<file path="config.mk">
export PLATFORM = sky130hd
export DESIGN_NAME = scan_chain_ctrl
export DESIGN_NICKNAME = d
export VERILOG_FILES = /design/src/rtl/scan_chain_ctrl.sv
export SDC_FILE = /design/constraint.sdc
export NUM_CORES = 1
export LEC_CHECK = 0
export ABC_AREA = 1
export CORE_MARGIN = 3
export CORE_UTILIZATION = 40
export DETAILED_ROUTE_END_ITERATION = 10
export MAX_ROUTING_LAYER = met4
export PLACE_DENSITY = 0.68
export SYNTH_ARGS = -nofsm -noshare
export SYNTH_HDL_FRONTEND = slang
export SYNTH_SLANG_ARGS = --single-unit
export TNS_END_PERCENT = 100
</file>
<file path="constraint.sdc">
create_clock -name clk -period 3.05 [get_ports clk]
set_input_delay 0.61 -clock clk [delete_from_list [all_inputs] [get_ports clk]]
set_output_delay 0.61 -clock clk [all_outputs]
set_load 0.03 [all_outputs]
</file>
<file path="src/rtl/scan_chain_ctrl.sv">
// Scan chain sequencer: shifts words through a two-phase latch chain
// with non-overlapping master/slave pulses and a valid/ready host port.
package TopPkg;
  typedef struct packed {
    logic clk_master;
    logic clk_slave;
    logic reset;
    logic enable;
    logic update;
  } ScanControl;
endpackage

module scan_chain_ctrl
  import TopPkg::*;
#(
  parameter int WORD_WIDTH   = 32,
  parameter int PHASE_CYCLES = 2,
  parameter int GAP_CYCLES   = 1,
  parameter int LEN_W        = $clog2(WORD_WIDTH+1)
) (
  input  logic                  clk,
  input  logic                  rst_n,
  input  logic                  cmd_valid,
  output logic                  cmd_ready,
  input  logic [1:0]            cmd_op,
  input  logic [LEN_W-1:0]      cmd_len,
  input  logic [WORD_WIDTH-1:0] cmd_data,
  output logic                  resp_valid,
  input  logic                  resp_ready,
  output logic [WORD_WIDTH-1:0] resp_data,
  output ScanControl            scan_ctrl,
  output logic                  scan_in,
  input  logic                  scan_out
);

  localparam logic [1:0] OP_SHIFT = 2'd0;
  localparam logic [1:0] OP_SHUPD = 2'd1;
  localparam logic [1:0] OP_RST   = 2'd2;

  localparam int TW = $clog2(PHASE_CYCLES+GAP_CYCLES+1);
  localparam logic [TW-1:0] P_LAST = TW'(PHASE_CYCLES-1);
  localparam logic [TW-1:0] G_LAST = TW'(GAP_CYCLES-1);
  localparam logic [LEN_W-1:0] LEN_MAX = LEN_W'(WORD_WIDTH);

  typedef enum logic [3:0] {
    IDLE, MASTER, GAP_M, SLAVE, GAP_S,
    UPD, GAP_U, RST, GAP_R, RESP
  } state_t;

  state_t                state, state_n;
  logic [TW-1:0]         tmr, tmr_n;
  logic [1:0]            op_q, op_n;
  logic [LEN_W-1:0]      len_q, len_n, lenc;
  logic [LEN_W-1:0]      bit_q, bit_n;
  logic [WORD_WIDTH-1:0] shift_q, shift_n;
  logic [WORD_WIDTH-1:0] cap_q, cap_n;
  logic                  p_last, g_last;
  logic                  in_shift;
  ScanControl            ctrl_n;

  assign lenc   = (cmd_len > LEN_MAX) ? LEN_MAX : cmd_len;
  assign p_last = (tmr == P_LAST);
  assign g_last = (tmr == G_LAST);

  always_comb begin
    state_n = state;
    tmr_n   = tmr + 1'b1;
    op_n    = op_q;
    len_n   = len_q;
    bit_n   = bit_q;
    shift_n = shift_q;
    cap_n   = cap_q;
    unique case (state)
      IDLE: begin
        tmr_n = '0;
        if (cmd_valid) begin
          op_n    = cmd_op;
          len_n   = lenc;
          shift_n = cmd_data;
          cap_n   = '0;
          bit_n   = '0;
          unique case (cmd_op)
            OP_SHIFT: state_n = (lenc == '0) ? RESP : MASTER;
            OP_SHUPD: state_n = (lenc == '0) ? UPD : MASTER;
            OP_RST:   state_n = RST;
            default:  state_n = UPD;
          endcase
        end
      end
      MASTER: if (p_last) begin
        // Tail still shows the old bit: the slave has not pulsed yet.
        for (int i = 0; i < WORD_WIDTH; i++)
          if (bit_q == LEN_W'(i)) cap_n[i] = scan_out;
        state_n = GAP_M;
        tmr_n   = '0;
      end
      GAP_M: if (g_last) begin
        state_n = SLAVE;
        tmr_n   = '0;
      end
      SLAVE: if (p_last) begin
        state_n = GAP_S;
        tmr_n   = '0;
      end
      GAP_S: if (g_last) begin
        shift_n = shift_q >> 1;
        bit_n   = bit_q + 1'b1;
        tmr_n   = '0;
        if (bit_n == len_q)
          state_n = (op_q == OP_SHUPD) ? UPD : RESP;
        else
          state_n = MASTER;
      end
      UPD: if (p_last) begin
        state_n = GAP_U;
        tmr_n   = '0;
      end
      GAP_U: if (g_last) begin
        state_n = RESP;
        tmr_n   = '0;
      end
      RST: if (p_last) begin
        state_n = GAP_R;
        tmr_n   = '0;
      end
      GAP_R: if (g_last) begin
        state_n = RESP;
        tmr_n   = '0;
      end
      RESP: begin
        tmr_n = '0;
        if (resp_ready) state_n = IDLE;
      end
      default: begin
        state_n = IDLE;
        tmr_n   = '0;
      end
    endcase
  end

  // Outputs are decoded from the next state and registered.
  always_comb begin
    in_shift = (state_n == MASTER) || (state_n == GAP_M) ||
               (state_n == SLAVE)  || (state_n == GAP_S);
    ctrl_n            = '0;
    ctrl_n.clk_master = (state_n == MASTER);
    ctrl_n.clk_slave  = (state_n == SLAVE);
    ctrl_n.update     = (state_n == UPD);
    ctrl_n.reset      = (state_n == RST);
    ctrl_n.enable     = in_shift;
  end

  always_ff @(posedge clk or negedge rst_n) begin
    if (!rst_n) begin
      state      <= IDLE;
      tmr        <= '0;
      op_q       <= '0;
      len_q      <= '0;
      bit_q      <= '0;
      shift_q    <= '0;
      cap_q      <= '0;
      scan_ctrl  <= '0;
      scan_in    <= 1'b0;
      resp_valid <= 1'b0;
      resp_data  <= '0;
      cmd_ready  <= 1'b1;
    end else begin
      state      <= state_n;
      tmr        <= tmr_n;
      op_q       <= op_n;
      len_q      <= len_n;
      bit_q      <= bit_n;
      shift_q    <= shift_n;
      cap_q      <= cap_n;
      scan_ctrl  <= ctrl_n;
      scan_in    <= in_shift & shift_n[0];
      resp_valid <= (state_n == RESP);
      resp_data  <= (state_n == RESP) ? cap_n : '0;
      cmd_ready  <= (state_n == IDLE);
    end
  end

endmodule

</file>
-- Word level (Yosys, flattened, before mapping)
Index checks and enable logic that the tools add are counted.
- multipliers: 0
- reductions and logical operators: 15
- add/subtract/negate cells: 2
- mux-type cells: 61
- divide/modulo/power cells: 0
- shift-type cells: 0
- $lt $le $gt $ge: 1
- eq/ne operators: 54
- bitwise logic cells: 1
- operators by type and width (cell ; number):
    $mux 32 ; 5
    $pmux 32 s2 ; 2
    $eq 6x5->1 const B ; 16
    $eq 6x4->1 const B ; 8
    $mux 4 ; 12
    $pmux 4 s9 ; 1
    $mux 1 ; 32
    $eq 4x3->1 const B ; 7
    $eq 6x3->1 const B ; 4
    $mux 6 ; 3
    $eq 4x2->1 const B ; 4
    $eq 4x4->1 const B ; 3
    $eq 6x2->1 const B ; 2
    $logic_not 6->1 ; 2
    $pmux 4 s3 ; 1
    $pmux 6 s2 ; 1
    $eq 4x1->1 const B ; 2
    $logic_not 4->1 ; 2
    $reduce_or 4->1 ; 2
    $add 6x1->6 const B ; 1
    $eq 2x1->1 const B ; 3
    $eq 6x1->1 const B ; 1
    $eq 6x6->1 ; 1
    $gt 6x6->1 const B ; 1
    13 further kinds ; 18
- word-level logic and storage cells: 151
- output and inout bits: 40
- RAM bits: 0
- memory bits (read-only): 0
- bits in latches: 0
- flip-flop bits (word level): 124
- memories kept: 0

-- Logic depth before layout (Yosys ltp)
- word-level depth: 12
- gate-level depth with buffers: 15
- depth with buffers taken out: 15

-- Worst setup path after synthesis
Ideal clock, no wire load.
- kind: reg2reg
- start point: reg bit_q[0]
- end point: reg scan_in
- data required time: 2.934 ns
- stages on the path, launching flop included: 16
- arrival time: 1.710 ns
- library setup time: 0.116 ns
- path slack: 1.224 ns
- period minus slack after synthesis: 1.826 ns
- buffers on the path: 0
- path through: dfrtp_1 > inv_1 > ha_1 > inv_1 > nand2_1 > nand2_1 > nor2_1 > nand3_1 > nor2_1 > nand3_1 > nand2_1 > inv_1 > nand3_1 > nand2_1 > nand2_1 > nor2_1
- cells in the longest elaborated chain, start to end: 10
- elaborated cells between the ends (all ways): 13
- those cells by class: add/sub: 1; eq/ne: 5; mux: 3; bitwise: 1; reduce/logical: 3
- RTL lines (what ; line ; source):
    start, declared ; 54 ; logic [LEN_W-1:0] bit_q, bit_n;
    start signal, assigned ; 172 ; bit_q <= bit_n;
    $add 6x1->6 * ; 107 ; bit_n = bit_q + 1'b1;
    $eq 6x6->1 * ; 109 ; if (bit_n == len_q)
    $mux 4 * ; 109 ;
    $mux 4 * ; 105 ; GAP_S: if (g_last) begin
    $pmux 4 s9 * ; 73 ; unique case (state)
    named net state_n[3] ; 50 ; state_t state, state_n;
    $eq 4x1->1 or $eq 4x2->1 (tied branches) ; 143 ; in_shift = (state_n == MASTER) || (state_n == GAP_M) ||
    $logic_or 1x1->1 (2 in series) ; 143 ;
    $logic_or 1x1->1 * ; 144 ; (state_n == SLAVE) || (state_n == GAP_S);
    $and 1x1->1 * ; 176 ; scan_in <= in_shift & shift_n[0];
    end signal, assigned ; 176 ;
    end, declared ; 32 ; output logic scan_in,
The timed path passes the listed nets; every way through them passes the cells marked *.
A chain may end at the register's enable or synchronous reset.

-- Final worst setup path
- start point: reg bit_q[0]
- end point: reg resp_data[13]
- cells in the longest elaborated chain, start to end: 7
- elaborated cells between the ends (all ways): 11
- those cells by class: add/sub: 1; eq/ne: 3; mux: 7
- RTL lines (what ; line ; source):
    $add 6x1->6 ; 107 ;
    $eq 6x6->1 ; 109 ;
    $mux 4 ; 109 ;
    $mux 4 ; 105 ;
    $pmux 4 s9 ; 73 ;
    named net state_n[3] ; 50 ;
    $eq 4x4->1 ; 178 ; resp_data <= (state_n == RESP) ? cap_n : '0;
    $mux 32 ; 178 ;
    end signal, assigned ; 178 ;
    end, declared ; 30 ; output logic [WORD_WIDTH-1:0] resp_data,
The timed path passes the listed nets, and every way through them passes these cells.

==> results.txt <==
----------------------------------------------------
[Status]
  Result of the run ... completed

[Routing]
  Detail Route met3 WL ... 742 um
  Met2 wire length ... 6044 um
  Total number of vias ... 4738
  DR vias/cell ... 4.920
  Top routing layer in use ... met4
  Number of DRC markers after the initial detailed-route iteration ... 322
  Detailed-routing iteration count for the pre-antenna-repair pass ... 5
  Routed metal-1 wirelength ... 5905 um
  Routed Wire Length ... 12830 um
  Residual DRC count ... 0
  Antenna-violating nets left ... 0
  Wire per inst ... 13.32 um

[Global routing]
  Initial antenna violation count ... 0
  Maximum number of pins on one net before global-route repair ... 58
  Global Route Usage Sum ... 17.70%
  First-pass GRT wire length ... 22540 um
  Via count of the first global-routing pass ... 4860
  Global route total overflow ... 0

[Critical path]
  Worst Setup End Kind ... flip-flop
  Worst R2R Path Depth ... 12
  Family of cells with the greatest summed delay on the critical path ... simple AND/OR/NAND/NOR gates
  Count of buffer and inverter cells on the critical path ... 2
  Worst-path maximum fanout ... 33
  Startpoint-to-endpoint class of the critical path ... flip-flop to flip-flop
  Worst flop-to-flop path endpoint ... resp_data[13]
  Req. time, crit path ... 3.37 ns
  Worst EP arrival ... 2.77 ns
  Sequence of cells on the critical path ... inv_1, ha_1, inv_1, nand2_1, nand2_1, nor2_1, nand3_1, nor2_1, nand3_1, nand2_1, nand2_2, a21oi_1
  Origin of the critical flop-to-flop path ... bit_q[0]
  CP startpoint kind ... flip-flop
  Maximum single-stage delay on the critical path ... 0.47 ns
  Most common cell on crit path ... nand2_1
  Setup slack on the worst flop-to-flop path ... 0.60 ns
  Slowest CP cell ... dfrtp_1

[Synthesis]
  Cell count after synthesis ... 687
  Number of nets in the synthesized netlist ... 740
  Post-Synth Adder-Cell Area ... 1.720%
  Average footprint of a synthesized cell ... 8.469 um2
  Area of the mapped netlist ... 0.005818 mm2
  Post-synthesis cell type with the largest combined area ... dfrtp_1
  Post-synthesis cell type count ... 39
  Proportion of netlist area held by the largest area contributor ... 52.90%
  Synth Area in XOR/XNOR ... 0%
  Mux contribution to synthesized area ... 0%
  Count of state elements after synthesis ... 124
  Synth Warn # ... 0
  Post-synthesis share of cell area spent on and, or, nand and nor gates ... 18.92%
  Synth Area in Compound Gates ... 15.03%
  Dominant combinational cell family by area after synthesis ... simple AND/OR/NAND/NOR gates
  Sequential area share after synthesis ... 53.35%
  Area contributors post-synth ... dfrtp_1 53%, nand2_1 11%, inv_1 8.1%, o221ai_1 4.4%, o211ai_1 4.1%

[Clocking]
  Hold-fix buffers, CTS ... 0
  CTS H-tree depth ... 4
  Maximum buffer depth of the clock tree ... 2
  Clock-pin transition on the worst setup and hold timing paths ... 0.05 ns
  Clock buffers created by TritonCTS ... 17
  Cell at the root of the clock tree ... clkbuf_16
  Sinks on the clock net ... 124
  Clock insertion delay at the later pin of the skew report ... 0.41 ns
  TritonCTS clock tree ... built
  Post_cts resized ... 0
  Number of setup buffers added after CTS ... 0

[Die]
  Area enclosed by the die boundary ... 0.01603 mm2
  Core Footprint ... 0.01404 mm2
  Width of the chip ... 126.6 um
  Number of primary I/O pins ... 85
  # rows ... 43
  Floorplan die height ... 126.6 um
  Starting density of the core ... 41.43%

[Placed design]
  Last weighted congestion value of the routability-driven placer ... 0.9014
  Post-detailed-placement half-perimeter wirelength ... 9063 um
  Number of placed cells counting well taps ... 933
  # port buffers ... 84
  Placement Cell Area ... 0.006834 mm2

[STA]
  Highest achievable clock rate ... 407.4 MHz
  Final setup TNS ... 0 ns
  Final Hold Vio Count ... 0
  Setup skew after layout ... 0.008851 ns
  Worst Max-Slew Pin Slew ... 0.7310 ns
  Minimum period implied by the final worst setup slack ... 2.454 ns
  # setup viols final ... 0
  Unrepaired setup endpoints after global routing ... no
  Pins over their slew limit ... 0
  Final period utilization ... 80.47%
  Smallest hold slack ... 0.1589 ns
  Slew HR ... 51.09%

[Final layout]
  Share of post-route cells with drive strength above 1 ... 8.557%
  Post-synthesis to final-layout area growth ... 27.20%
  Non-Filler Instances ... 963
  Cell area after layout ... 0.007401 mm2
  Most common cell after layout, fill and taps aside ... nand2_1
  Ant diodes ... 0
  Nets ... 825
  Total of fill cells in the finished design ... 1279
  Sequential standard cell area ... 0.003104 mm2
  Most frequent cells in the layout ... 170 x nand2_1, 126 x inv_1, 123 x dfrtp_1
  Total area of multi-input combinational cells ... 0.002076 mm2

[Power and ir drop]
  NetSw ... 2.355 mW
  Highest ir drop seen on vdd ... 497.0 uV
  Portion of total power attributed to the clock network ... 29.7%
  Leakage Power ... 3.501 nW
  Internal Dissipation ... 4.103 mW
  Comb power frac ... 34.5%
  Sequential fraction of design power ... 35.7%
  Power per Cell Area ... 872.6 mW/mm2
  Net switching fraction of the power ... 36.47%

[Run]
  Count of maximum capacitance violations ... 0

[Hold path]
  Class of the tightest hold or removal check ... input port to asynchronous set/reset pin

----------------------------------------------------
==> synthesized netlist by cell type (all sizes together) <==
cell    count
nor4        1
buf        17
ha          8
o311ai      2
o31ai       1
inv       134
nand4       4
clkbuf     11
o21a        1
nor2       65
dfstp       1
a211oi      1
a21oi      12
and3b       1
nor3        3
o21bai      1
dfrtp     123
o22ai       7
a32oi       1
o211ai     32
o221ai     29
nand2     175
and2        1
o21ai      37
nand3      19
==> per-stage QoR <==
stage / utilization (%) / total power, mW / setup slack, ns
final: 52.70 / 6.458 / 0.5957
after floorplan: - / 3.932 / 1.224
after global routing: 52.70 / 6.962 / 0.3572
after detailed placement: 48.67 / 4.562 / 0.4520
after CTS: 52.70 / 6.517 / 0.5663
after global placement: 48.67 / 4.502 / 0.5437
==> metal layers <==
layer / global-route usage [%] / vias up
li1: - / 2364
met1: 22.86 / 2238
met2: 27.43 / 128
met3: 5.095 / 8
met4: 4.921 / 0
met5: - / -
==> flip-flops by register name, indices dropped and copies added (netlist names) <==
name and cells:
tmr 2, scan_in 1, cmd_ready 1, bit_q 6, scan_ctrl 5, resp_valid 1
shift_q 32, cap_q 32, len_q 6, op_q 2, state 4, resp_data 32
==> power by group through the flow <==
stage / sequential (mW) / combinational [mW] / clock, mW
after global placement: 2.32 / 2.18 / 0
after CTS: 2.31 / 2.24 / 1.96
after detailed placement: 2.33 / 2.23 / 0
after global routing: 2.36 / 2.56 / 2.04
after floorplan: 2.34 / 1.59 / 0
final: 2.31 / 2.23 / 1.92
==> worst register-to-register path, delay by kind of cell (launching register included) <==
kind / cells / cell delay [ns]
buffers and inverters: 2 / 0.18
and+or+nand+nor: 8 / 1.09
adders and majority gates: 1 / 0.31
DFF: 1 / 0.47
AOI/OAI and AO/OA: 1 / 0.31
==> logic make-up (layout without fill, tap and decap cells) <==
family                   Yosys count  after routing
AND/OR/NAND/NOR                  269            269
buffers and inverters            162            258
AO/OA/AOI/OAI                    124            124
flip-flops                       124            124
adder cells (fa/ha/maj)            8              8
==> worst max-delay path by stage <==
stage                     startpoint       endpoint  slack, ns  depth (start not counted)
after global routing        bit_q[0]  resp_data[16]       0.36                         12
final                       bit_q[0]  resp_data[13]       0.60                         12
after detailed placement   cmd_valid  resp_data[13]       0.45                          8
after global placement     cmd_valid   resp_data[7]       0.54                          8
after CTS                   bit_q[0]  resp_data[13]       0.57                         12
after floorplan             bit_q[0]        scan_in       1.22                         15
==> cell type report <==
class                   count  area share [%]
flip-flops and latches    124           41.94
multi-input cells         401           28.05
repair buffers             94           12.51
inverters                 134           6.796
clock buffers              22           6.407
well taps                 180           3.043
clock inverters             8           1.251
Power figures use the tool's default switching activity.
